`src/rtl/uart_rx_dev.sv`:
```
// uart_rx_dev: memory-mapped 8N1 serial receiver with a receive FIFO.
// Software sees four word registers (RXDATA, STATUS, CTRL, DIVISOR) selected by addr_i[3:2].
// Bus handshake: a request is a single-cycle pulse on req_i with no stall. Writes commit
// at the edge where req_i & we_i is sampled. Read data appears on data_o the cycle after
// req_i & ~we_i and holds until the next read.
module uart_rx_dev #(
  parameter int          FifoDepth  = 8,
  parameter logic [15:0] DivReset   = 16'd434,
  parameter int          ADDR_WIDTH = 32,
  parameter int          DATA_WIDTH = 32
) (
  input  logic                  clk_i,
  input  logic                  rst_i,
  input  logic                  req_i,
  input  logic                  we_i,
  input  logic [ADDR_WIDTH-1:0] addr_i,
  input  logic [DATA_WIDTH-1:0] data_i,
  output logic [DATA_WIDTH-1:0] data_o,
  input  logic                  rx_i,
  output logic                  irq_o,
  output logic [1:0]            dbg_state
);

  localparam int PW = $clog2(FifoDepth) + 1;  // pointer width, one extra wrap bit
  localparam int AW = PW - 1;                 // memory index width

  typedef enum logic [1:0] {IDLE = 2'd0, START = 2'd1, DATA = 2'd2, STOP = 2'd3} state_t;

  state_t          state, state_n;
  logic [15:0]     cnt, cnt_n, div, div_n;
  logic [2:0]      bit_idx, bit_idx_n;
  logic [7:0]      shreg, shreg_n;
  logic            push_req, frame_set;

  logic            rx_meta, rxs, rxs_prev;
  logic            rx_en, irq_en, overrun, frame_err;
  logic [15:0]     divisor;
  logic [7:0]      mem [FifoDepth];
  logic [PW-1:0]   wr_ptr, rd_ptr, wr_ptr_n, rd_ptr_n, count, count_n;
  logic            full, not_empty, rd, wr, pop, push, irq_en_n;
  logic [1:0]      sel;
  logic [DATA_WIDTH-1:0] rdata;
  logic            bits_unused;

  // Only addr_i[3:2] and data_i[15:0] carry meaning.
  assign bits_unused = ^{addr_i[ADDR_WIDTH-1:4], addr_i[1:0], data_i[DATA_WIDTH-1:16]};

  assign dbg_state = state;
  assign sel       = addr_i[3:2];
  assign rd        = req_i & ~we_i;
  assign wr        = req_i & we_i;
  assign count     = wr_ptr - rd_ptr;
  assign full      = (count == PW'(FifoDepth));
  assign not_empty = (count != '0);
  // A pop frees a slot in the same cycle, so a push into a full FIFO still lands.
  assign pop       = rd & (sel == 2'd0) & not_empty;
  assign push      = push_req & (~full | pop);
  assign wr_ptr_n  = wr_ptr + PW'(push);
  assign rd_ptr_n  = rd_ptr + PW'(pop);
  assign count_n   = wr_ptr_n - rd_ptr_n;
  assign irq_en_n  = (wr && sel == 2'd2) ? data_i[1] : irq_en;

  // Two-flop synchroniser for the asynchronous pin, plus one more stage for edge detection.
  always_ff @(posedge clk_i or posedge rst_i) begin
    if (rst_i) begin
      rx_meta  <= 1'b1;
      rxs      <= 1'b1;
      rxs_prev <= 1'b1;
    end else begin
      rx_meta  <= rx_i;
      rxs      <= rx_meta;
      rxs_prev <= rxs;
    end
  end

  // Receiver state register.
  always_ff @(posedge clk_i or posedge rst_i) begin
    if (rst_i) begin
      state   <= IDLE;
      cnt     <= '0;
      div     <= '0;
      bit_idx <= '0;
      shreg   <= '0;
    end else begin
      state   <= state_n;
      cnt     <= cnt_n;
      div     <= div_n;
      bit_idx <= bit_idx_n;
      shreg   <= shreg_n;
    end
  end

  // Receiver next state: each bit occupies div+1 cycles, start bit is sampled mid-bit.
  always_comb begin
    state_n   = state;
    cnt_n     = cnt;
    div_n     = div;
    bit_idx_n = bit_idx;
    shreg_n   = shreg;
    push_req  = 1'b0;
    frame_set = 1'b0;
    if (!rx_en) begin
      state_n = IDLE;
    end else begin
      case (state)
        IDLE: begin
          if (rxs_prev && !rxs) begin
            div_n   = divisor;
            cnt_n   = divisor >> 1;
            state_n = START;
          end
        end
        START: begin
          if (cnt == '0) begin
            if (rxs) begin
              state_n = IDLE;
            end else begin
              cnt_n     = div;
              bit_idx_n = '0;
              state_n   = DATA;
            end
          end else begin
            cnt_n = cnt - 16'd1;
          end
        end
        DATA: begin
          if (cnt == '0) begin
            shreg_n   = {rxs, shreg[7:1]};
            cnt_n     = div;
            bit_idx_n = bit_idx + 3'd1;
            if (bit_idx == 3'd7) state_n = STOP;
          end else begin
            cnt_n = cnt - 16'd1;
          end
        end
        STOP: begin
          if (cnt == '0) begin
            if (rxs) push_req  = 1'b1;
            else     frame_set = 1'b1;
            state_n = IDLE;
          end else begin
            cnt_n = cnt - 16'd1;
          end
        end
        default: state_n = IDLE;
      endcase
    end
  end

  // FIFO storage; pointers carry the reset, the array does not need one.
  always_ff @(posedge clk_i) begin
    if (push) mem[wr_ptr[AW-1:0]] <= shreg;
  end

  // Read mux for the register window.
  always_comb begin
    rdata = '0;
    case (sel)
      2'd0: if (not_empty) rdata[7:0] = mem[rd_ptr[AW-1:0]];
      2'd1: begin
        rdata[0]      = not_empty;
        rdata[1]      = overrun;
        rdata[2]      = frame_err;
        rdata[3]      = full;
        rdata[8 +: PW] = count;
      end
      2'd2: rdata[1:0] = {irq_en, rx_en};
      default: rdata[15:0] = divisor;
    endcase
  end

  // Bus registers, FIFO pointers, sticky status and the registered interrupt.
  always_ff @(posedge clk_i or posedge rst_i) begin
    if (rst_i) begin
      data_o    <= '0;
      irq_o     <= 1'b0;
      rx_en     <= 1'b1;
      irq_en    <= 1'b0;
      divisor   <= DivReset;
      overrun   <= 1'b0;
      frame_err <= 1'b0;
      wr_ptr    <= '0;
      rd_ptr    <= '0;
    end else begin
      if (rd) data_o <= rdata;
      wr_ptr <= wr_ptr_n;
      rd_ptr <= rd_ptr_n;
      irq_en <= irq_en_n;
      if (wr) begin
        case (sel)
          2'd1: begin
            if (data_i[1]) overrun   <= 1'b0;
            if (data_i[2]) frame_err <= 1'b0;
          end
          2'd2: rx_en <= data_i[0];
          2'd3: divisor <= (data_i[15:0] < 16'd4) ? 16'd4 : data_i[15:0];
          default: ;
        endcase
      end
      // New events win over a same-cycle clear.
      if (push_req && full && !pop) overrun <= 1'b1;
      if (frame_set) frame_err <= 1'b1;
      irq_o <= irq_en_n & (count_n != '0);
    end
  end

endmodule
```
`config.mk`:
```
export PLATFORM = sky130hd
export DESIGN_NAME = uart_rx_dev
export DESIGN_NICKNAME = d
export VERILOG_FILES = /design/src/rtl/uart_rx_dev.sv
export SDC_FILE = /design/constraint.sdc
export NUM_CORES = 1
export LEC_CHECK = 0
export CAP_MARGIN = 15
export CORE_ASPECT_RATIO = 0.7
export CORE_MARGIN = 2
export CORE_UTILIZATION = 50
export DETAILED_ROUTE_END_ITERATION = 8
export PLACE_DENSITY = 0.76
export RECOVER_POWER = 50
export SLEW_MARGIN = 0
export SYNTH_ARGS = -nofsm -noshare
export SYNTH_HDL_FRONTEND = slang
export SYNTH_SLANG_ARGS = --single-unit
```
`constraint.sdc`:
```
create_clock -name clk_i -period 4.1 [get_ports clk_i]
set_input_delay 0.615 -clock clk_i [delete_from_list [all_inputs] [get_ports clk_i]]
set_output_delay 0.615 -clock clk_i [all_outputs]
set_load 0.1 [all_outputs]
```
==> metrics.csv <==
metric,value,unit
outcome,finished with violations,
failing checks,"capacitance limit, slew limit",
worst-case clock skew,10.89,ps
die area,0.01615,mm^2
Via Count,5167,
Routed WL per cell,20.46,um
antenna violations before repair,0,
GRT overflow,0,
nets,738,
count of different cell masters after synthesis,72,
Tcrit/Tclk final,93.74,%
"Clk Latency, worst-skew pair",430,ps
main area contributors after synthesis,"dfrtp_1, edfxtp_1, mux2_2",
Mean Syn Cell Area,12.43,um^2
post-synth design cell area,0.007567,mm^2
Initial Utilization,51.24,%
area delta synth->final,15.24,%
Detail Placement HPWL,12150,um
leakage,0.003488,uW
iteration-0 DRC count of the detailed router,639,
Crit path arrival time,4150,ps
Critical R2R Launch,wr_ptr[0],
die width,151.0,um
setup TNS,0,ps
CTS tree,yes,
"EDFF count, synth",64,
Clock Power Share,27.9,%
Syn. warnings,0,
DRT Pass-1 Iters,5,
vias in the first global route,5060,
CP Max Fanout,6,
async set-reset flop share out of synthesis,59.24,%
area of the core,0.01477,mm^2
Synth area leader,dfrtp_1,
WS Path Type,reg -> reg,
GPL Wtd Cong,0.8910,
setup violators final,0,
I/O Pins,104,
# DRC,0,
Place WS,282.3,ps
highest clock rate,0.2602,GHz
Worst-path clk slew,70,ps
CP Launch Type,flop,
net switching power,2281,uW
Final Max Slew Viols,50,
CP Data Required Time,4400,ps
slowest cell delay on critical path,670,ps
num rows,37,
sequential share of the synthesized area,56.30,%
critical path capture point type,flop,
total power,5791,uW
Global Route Usage Sum,23.16,%
port buffer count,41,
CTS max path bufs,2,
clock sinks,157,
Seq pwr share,37.0,%
CTS root buffer,clkbuf_16,
RSZ-0062 raised after global routing,no,
antenna-violating nets left,0,
CTS buffer count,17,
global-route wire length before repair,27790,um
pwr dens,664.1,mW/mm^2
Peak VDD IR,0.3066,mV
routed wire length,17550,um
worst min path class,reg -> reg,
internal power,3510,uW
H-Tree Depth,4,
"Cell Count, Final, Fillers Out",858,
combinational power share,35.1,%
CP most frequent cell,ha_1,
Max-Cap Viols,1,
ANT cells,0,
hold path startpoint,rx_meta,
Worst Setup SP,wr_ptr[0],
Yosys top cell area share,27.78,%
Final Hold Viols,0,
Tmin final,3843,ps
slowest CP cell,or4b_1,
layout cell share with drive strength beyond 1,18.55,%
CP cell instances,inv_1 > ha_1 > inv_1 > fa_1 > nor2b_1 > nand2_1 > or4b_1 > and2_1 > ha_1 > ha_1 > ha_1 > a21oi_1 > o31ai_1 > a31oi_1,
die height,106.9,um
"Setup Fix Bufs, Post-CTS",0,
via/cell ratio,6.022,
main flop type after synthesis,dfrtp_1,
Placed Cells,826,
pin count of the biggest net entering global routing,50,
worst slew pin tran,2185,ps
final setup margin,256.6,ps
Synth Instances,609,
Switching Share,39.38,%
number of synthesized register bits,157,
Max-slew headroom,-46.48,%
[power by group through the flow]
stage               Clock, uW  Combinational [uW]  Sequential (uW)
floorplan                   0                1270             2390
finish                   1620                2030             2140
global placement            0                1930             2150
CTS                      1630                2020             2140
detailed placement          0                1990             2160
global route             1700                2180             2170
[routing by layer]
layer  GRT usage, %  up-vias  share of wire, %
met3          7.362       29               9.7
met2          33.57      257                45
met5              0        -                 0
met4          7.143        0               1.9
met1          33.49     2574                43
li1               -     2307                 -
[kinds of logic after synthesis]
group	count (synthesis)	share of synthesized area, %
AND/OR/NAND/NOR	164	11.94
flip-flops	157	56.30
AO/OA/AOI/OAI	124	11.08
buffers and inverters	71	4.729
multiplexers	58	10.93
adder cells (fa/ha/maj)	19	3.241
XOR/XNOR	15	1.736
other	1	0.04956
[path summary, 6_finish.rpt]
path | end | slack [ps] | depth (start not counted)
max in group asynchronous | irq_o | 1200 | 3
hold / removal | rxs | 360 | 0
setup reg to reg | irq_o | 260 | 14
setup / recovery | irq_o | 260 | 14
hold reg to reg | rxs | 360 | 0
min in group asynchronous | data_o[4] | 1220 | 2
[flip-flops by register name, summed over array words and instances, names as in the netlist]
name and cells:
rx_meta 1, irq_o 1, rxs 1, overrun 1
irq_en 1, bit_idx 3, dbg_state 2, div 16
rxs_prev 1, divisor 16, data_o 16, rx_en 1
wr_ptr 4, cnt 16, shreg 8, rd_ptr 4
mem 64, frame_err 1
[worst max-delay path, delay by kind of cell (launching register included)]
family | cells | cell delay, ps
adders and majority gates | 5 | 1520
and+or+nand+nor | 4 | 1160
DFF | 1 | 470
AOI/OAI and AO/OA | 3 | 390
buffers and inverters | 2 | 170
[layout by cell type (no fill, tap or decap), types with 6 or more instances in the layout]
cell type | Yosys | final
mux4_2 | 16 | 16
mux2_2 | 33 | 32
o21ai_1 | 8 | 8
o31ai_1 | 11 | 11
a22o_1 | 9 | 9
clkdlybuf4s50_1 | 0 | 38
dfstp_2 | 9 | 8
nor2_1 | 28 | 28
nor3_1 | 13 | 13
ha_1 | 18 | 18
dfrtp_1 | 84 | 84
xor2_1 | 9 | 9
clkbuf_16 | 0 | 17
conb_1 | 1 | 16
nand3_1 | 7 | 7
a21oi_1 | 23 | 23
edfxtp_1 | 64 | 64
nand2_1 | 56 | 56
buf_4 | 21 | 9
nand2b_1 | 6 | 6
inv_1 | 24 | 23
o21ai_0 | 28 | 28
[per-stage QoR]
step | instance area [um^2] | hold WS, ps | util, %
floorplan | 7624 | 345.2 | -
global placement | 8105 | 345.9 | 54.88
detailed placement | 8105 | 347.8 | 54.88
CTS | 8723 | 358.0 | 59.07
global route | 8721 | 369.5 | 59.05
finish | 8721 | 362.3 | 59.05
[cell type report]
type	count	area, um^2
multi-input cells	396	3013
well taps	195	244.0
repair buffers	53	490.5
fillers	1114	6047
clock buffers	17	425.4
inverters	25	95.09
flip-flops and latches	157	4260
clock inverters	15	192.7
[cell usage after synthesis, drive strengths merged, types with 6 or more instances]
library cell	count
a21oi	24
a22o	9
and2	7
buf	31
clkbuf	15
dfrtp	84
dfstp	9
edfxtp	64
ha	18
inv	24
mux2	37
mux4	16
nand2	56
nand2b	6
nand3	8
nor2	29
nor3	17
nor4	8
o21ai	36
o31ai	12
or4	6
xnor2	6
xor2	9
[what timing repair did]
action / 4_1_cts / 5_1_grt
gates resized for setup: 0 / 1
hold buffers: 0 / 0
setup endpoints to repair: 0 / 1
(Power assumes the default switching activity.)
